==> config.mk <==
export PLATFORM = sky130hd
export DESIGN_NAME = seq_mul
export DESIGN_NICKNAME = d
export VERILOG_FILES = /design/src/rtl/seq_mul_pkg.sv /design/src/rtl/mul_sign_fix.sv /design/src/rtl/seq_mul.sv
export SDC_FILE = /design/constraint.sdc
export NUM_CORES = 1
export LEC_CHECK = 0
export BUFFER_PORTS_ARGS = -buffer_cell sky130_fd_sc_hd__buf_2
export CAP_MARGIN = 20
export CORE_MARGIN = 2
export CORE_UTILIZATION = 30
export DETAILED_ROUTE_END_ITERATION = 16
export GPL_TIMING_DRIVEN = 0
export HOLD_SLACK_MARGIN = 0.1
export PLACE_DENSITY_LB_ADDON = 0.12
export SLEW_MARGIN = 30
export SYNTH_ARGS = -nofsm -noshare
export SYNTH_HDL_FRONTEND = slang
export SYNTH_SLANG_ARGS = --single-unit
==> constraint.sdc <==
create_clock -name clk -period 3 [get_ports clk]
set_clock_uncertainty 0.15 [all_clocks]
set_input_delay 0.15 -clock clk [delete_from_list [all_inputs] [get_ports clk]]
set_output_delay 0.15 -clock clk [all_outputs]
set_load 0.01 [all_outputs]
==> src/rtl/seq_mul_pkg.sv <==
// -----------------------------------------------------------------------------
// seq_mul_pkg
//   Shared definitions for the sequential shift-add multiplier:
//   - state_t   : FSM state encoding (IDLE / CALC / DONE)
//   - cnt_width : width of the step counter, wide enough to hold N
// -----------------------------------------------------------------------------
package seq_mul_pkg;

    typedef enum logic [1:0] {
        IDLE = 2'd0,
        CALC = 2'd1,
        DONE = 2'd2
    } state_t;

    // Step counter is loaded with N, so it needs clog2(N+1) bits.
    function automatic int cnt_width(input int n);
        return $clog2(n + 1);
    endfunction

endpackage

==> src/rtl/mul_sign_fix.sv <==
// -----------------------------------------------------------------------------
// mul_sign_fix
//   Combinational conditional two's-complement negate, W bits wide.
//   Used as |v| (neg = sign bit of v) on the operands and as the final
//   sign restore on the 2W-bit product.
//
//   Ports:
//     a    in  W  value to transform
//     neg  in  1  1 = output -a, 0 = output a
//     y    out W  result (wraps modulo 2^W, so |-2^(W-1)| = 2^(W-1) unsigned)
// -----------------------------------------------------------------------------
module mul_sign_fix #(
    parameter int W = 8
) (
    input  logic [W-1:0] a,
    input  logic         neg,
    output logic [W-1:0] y
);

    always_comb begin
        y = neg ? (-a) : a;
    end

endmodule

==> src/rtl/seq_mul.sv <==
// -----------------------------------------------------------------------------
// seq_mul
//   Sequential radix-2 shift-add multiplier with signed/unsigned mode and a
//   start/busy/done handshake. One N+1-bit adder, N compute cycles, one
//   result every N+1 cycles when start is held high.
//
//   Ports:
//     clk        in  1   rising-edge clock
//     rst_n      in  1   asynchronous active-low reset
//     start      in  1   request a multiply (accepted in IDLE or DONE)
//     is_signed  in  1   1 = two's-complement operands, sampled with start
//     x          in  N   multiplicand, sampled with start
//     y          in  N   multiplier, sampled with start
//     busy       out 1   high while computing
//     done       out 1   one-cycle pulse, p holds a new result
//     p          out 2N  product, held until the next result completes
// -----------------------------------------------------------------------------
module seq_mul
    import seq_mul_pkg::*;
#(
    parameter int N = 8
) (
    input  logic           clk,
    input  logic           rst_n,
    input  logic           start,
    input  logic           is_signed,
    input  logic [N-1:0]   x,
    input  logic [N-1:0]   y,
    output logic           busy,
    output logic           done,
    output logic [2*N-1:0] p
);

    localparam int CW = cnt_width(N);

    state_t           state;
    logic [CW-1:0]    cnt;
    logic [N-1:0]     a_mag;
    logic             neg;
    // Upper half: running partial sum. Lower half: the multiplier magnitude,
    // consumed LSB-first as the whole register shifts right; after N steps
    // the full 2N-bit unsigned product sits in acc.
    logic [2*N-1:0]   acc;

    logic [N-1:0]     x_abs;
    logic [N-1:0]     y_abs;
    logic [N:0]       sum;
    logic [2*N-1:0]   acc_next;
    logic [2*N-1:0]   p_fix;

    // Operand magnitudes at capture (raw when unsigned).
    mul_sign_fix #(.W(N)) u_fix_x (
        .a   (x),
        .neg (is_signed & x[N-1]),
        .y   (x_abs)
    );

    mul_sign_fix #(.W(N)) u_fix_y (
        .a   (y),
        .neg (is_signed & y[N-1]),
        .y   (y_abs)
    );

    // One shift-add step: N+1-bit sum keeps the carry, then shift right.
    always_comb begin
        sum      = {1'b0, acc[2*N-1:N]} + {1'b0, (acc[0] ? a_mag : {N{1'b0}})};
        acc_next = {sum, acc[N-1:1]};
    end

    // Sign restore on the final step's accumulator; a zero product stays zero.
    mul_sign_fix #(.W(2*N)) u_fix_p (
        .a   (acc_next),
        .neg (neg),
        .y   (p_fix)
    );

    always_ff @(posedge clk or negedge rst_n) begin
        if (!rst_n) begin
            state <= IDLE;
            cnt   <= '0;
            a_mag <= '0;
            neg   <= 1'b0;
            acc   <= '0;
            busy  <= 1'b0;
            done  <= 1'b0;
            p     <= '0;
        end else begin
            done <= 1'b0;
            case (state)
                IDLE, DONE: begin
                    if (start) begin
                        a_mag <= x_abs;
                        neg   <= is_signed & (x[N-1] ^ y[N-1]);
                        acc   <= {{N{1'b0}}, y_abs};
                        cnt   <= CW'(N);
                        busy  <= 1'b1;
                        state <= CALC;
                    end else begin
                        state <= IDLE;
                    end
                end
                CALC: begin
                    acc <= acc_next;
                    cnt <= cnt - 1'b1;
                    // Last step: publish the signed result on this same edge.
                    if (cnt == CW'(1)) begin
                        p     <= p_fix;
                        busy  <= 1'b0;
                        done  <= 1'b1;
                        state <= DONE;
                    end
                end
                default: begin
                    state <= IDLE;
                end
            endcase
        end
    end

endmodule

==> reports/qor.yml <==
outcome: "finished, final reports clean"
required_ns: 3.05
syn_avg_cell_area_um2: 9.527
maxSlewViolCount: 0
grt_overflow_total: 0
grt_max_degree: 50
ys_types: 49
totalWireLength_um: 6824
hpwl_um: 5024
power_leakage_nw: 1.586
rows: 35
final_common_cell: "dfrtp_1"
die_w_um: 101.3
track_usage_pct: 14.17
crit_path_max_fanout: 9
drtIter0Drc: 128
hp-class: "input pin to flop"
fillers: 937
cts_tree: "done"
synth_top_family_by_area: "compound AO/OA/AOI/OAI gates"
power_density_nw_per_um2: 958.6
antenna_found_initial: 0
postCtsSetupBuffers: 0
ant_nets: 0
finalSetupTns_ns: 0
period_needed_ns: 2.856
fin_crit_sh_pct: 95.20
slowest_stage: "dfrtp_2"
drc: 0
synth_area_um2: 2839
finalHoldViolCount: 0
tightest_slew_ns: 0.6443
synthAdderAreaFrac_pct: 6.435
holdWs_ns: 0.2429
synth.area.mux_share_pct: 2.248
routed_via_density: 4.852
max_freq_mhz: 350.2
maxCapViolCount: 0
grt_first_pass_wirelength_um: 11510
seq_area_um2: 1227
vdd_drop_max_mv: 0.2653
ys.flop_type: "dfrtp_1"
synth_edf_count: 0
area_growth_pct: 22.26
clk_pin_slew_ns: 0.09
insertion_delay_ns: 0.30
yosys_warnings: 0
setup-violations-final: 0
layout.nets: 396
endpoint_kind: "flop"
critPathLaunchType: "flop"
layout-drive-gt1-share_pct: 17.17
clockBufferDepth: 2
synth-compound-area-share_pct: 19.04
floorplan.initialDensity_pct: 30.87
portBuffers: 37
multi_input_area_um2: 1538
cp_num_buf_inv: 0
final_cell_mix: "dfrtp_1 (48), nand2_1 (38), buf_2 (36), o21ai_0 (28), dlygate4sd3_1 (20)"
firstDrtPassIters: 4
core_um2: 9196
path_delay_family: "compound AO/OA/AOI/OAI gates"
cpPeakStageDelay_ns: 0.46
wl_per_cell_um: 14.46
crit_type: "flop to flop"
synth_cells: 298
stdcell_area_um2: 3471
yosys_register_bits: 49
slew-limit-headroom_pct: 56.89
place_area_um2: 3166
worstPathArrival_ns: 2.90
htreeDepth: 2
die_h_um: 101.3
async_flop_share_pct: 100.0
synthesis.nets: 332
vias: 2290
cts.sink_count: 49
crit_chain: "and2_1, ha_1, fa_2, or2_2, nor4_4, o221ai_2, a2111oi_4, o21bai_1, a31o_1"
cts-root-buf: "clkbuf_8"
antenna_cells: 0
io_pins: 38
synthSimpleGateAreaFrac_pct: 16.79
cts_made_buffers: 5
synth_xor_xnor_area_share_pct: 8.594
grt_pass1_vias: 2360
synth_seq_area_share_pct: 43.19
dieArea_um2: 10260
gp_congestion: 0.7851
-- worst reg2reg max path, delay by kind of cell, from the launching register on --
kind            cells  cell delay, ns
flops               1            0.46
simple gates        3            0.70
compound gates      4            0.75
fa+ha+maj           2            0.68
-- layer usage --
metal | vias to the layer above | wire length (um) | global-route usage (%)
li1 | 1171 | - | -
met1 | 1069 | 3435 | 19.42
met2 | 44 | 3074 | 23.28
met3 | 6 | 223 | 2.139
met4 | 0 | 90 | 4.054
met5 | - | 0 | 0
-- state kept, by name (all words and copies together), names as in the netlist --
signal and cells:
neg 1, busy 1, p 16, cnt 4
done 1, acc 16, a_mag 8, state 2
-- synthesized netlist by cell type (8+ instances only) --
cell type | number | area share [%]
and2_1 | 10 | 2.2
o21ai_0 | 28 | 4.9
ha_1 | 13 | 5.7
nand2_1 | 38 | 5.0
dfrtp_1 | 49 | 43
inv_1 | 16 | 2.1
nand3_1 | 10 | 1.8
nor2_1 | 15 | 2.0
xor2_1 | 12 | 3.7
a22o_1 | 8 | 2.5
clkbuf_1 | 9 | 1.2
xnor2_1 | 14 | 4.3
-- power breakdown --
part           switching [mW]  internal, mW
Sequential              0.213         0.954
Clock                   0.229         0.155
Combinational            1.03         0.746
Total                    1.47          1.85
-- final cells by class --
class                      count  area share (%)
clock buffer                   5           1.983
sequential                    49           35.36
timing repair buffer          57           11.18
tap                          111           4.001
clock inverter                 1          0.1442
buffer                        10           1.298
inverter                      16           1.730
multi-input combinational    223           44.30
-- repair_timing --
| item | 4_1_cts | 5_1_grt |
|---|---|---|
| hold endpoints to repair | 66 | 0 |
| endpoints found under the setup margin | 1 | 4 |
| gates resized for setup | 1 | 4 |
| hold buffers | 20 | 0 |
| pin swaps | 0 | 0 |
-- path summary, 6_finish.rpt --
kind,depth (start not counted),slack (ns),startpoint,to
setup / recovery,9,0.14,acc[0],p[15]
hold / removal,3,0.24,start,neg
setup reg to reg,9,0.14,acc[0],p[15]
hold reg to reg,2,0.32,a_mag[7],a_mag[7]
max in group asynchronous,2,2.01,rst_n,acc[0]
min in group asynchronous,2,0.25,rst_n,acc[3]
-- through the flow --
| stage | setup slack (ns) | utilization, % | power, mW | std cells |
|---|---|---|---|---|
| 2_1_floorplan | 0.2434 | - | 2.410 | 298 |
| 3_3_place_gp | 0.04063 | 34.39 | 2.880 | 446 |
| 3_5_place_dp | 0.007462 | 34.42 | 2.912 | 446 |
| 4_1_cts | 0.03949 | 37.48 | 3.335 | 472 |
| 5_1_grt | -0.01366 | 37.74 | 3.658 | 472 |
| 6_report | 0.1441 | 37.74 | 3.327 | 472 |
-- cells by family after synthesis --
logic type                 Yosys count
and+or+nand+nor                     95
AOI/OAI and AO/OA                   81
DFF                                 49
xor gates and xnor gates            27
buffers and inverters               26
adders and majority gates           14
muxes                                6
(Power assumes the default switching activity.)
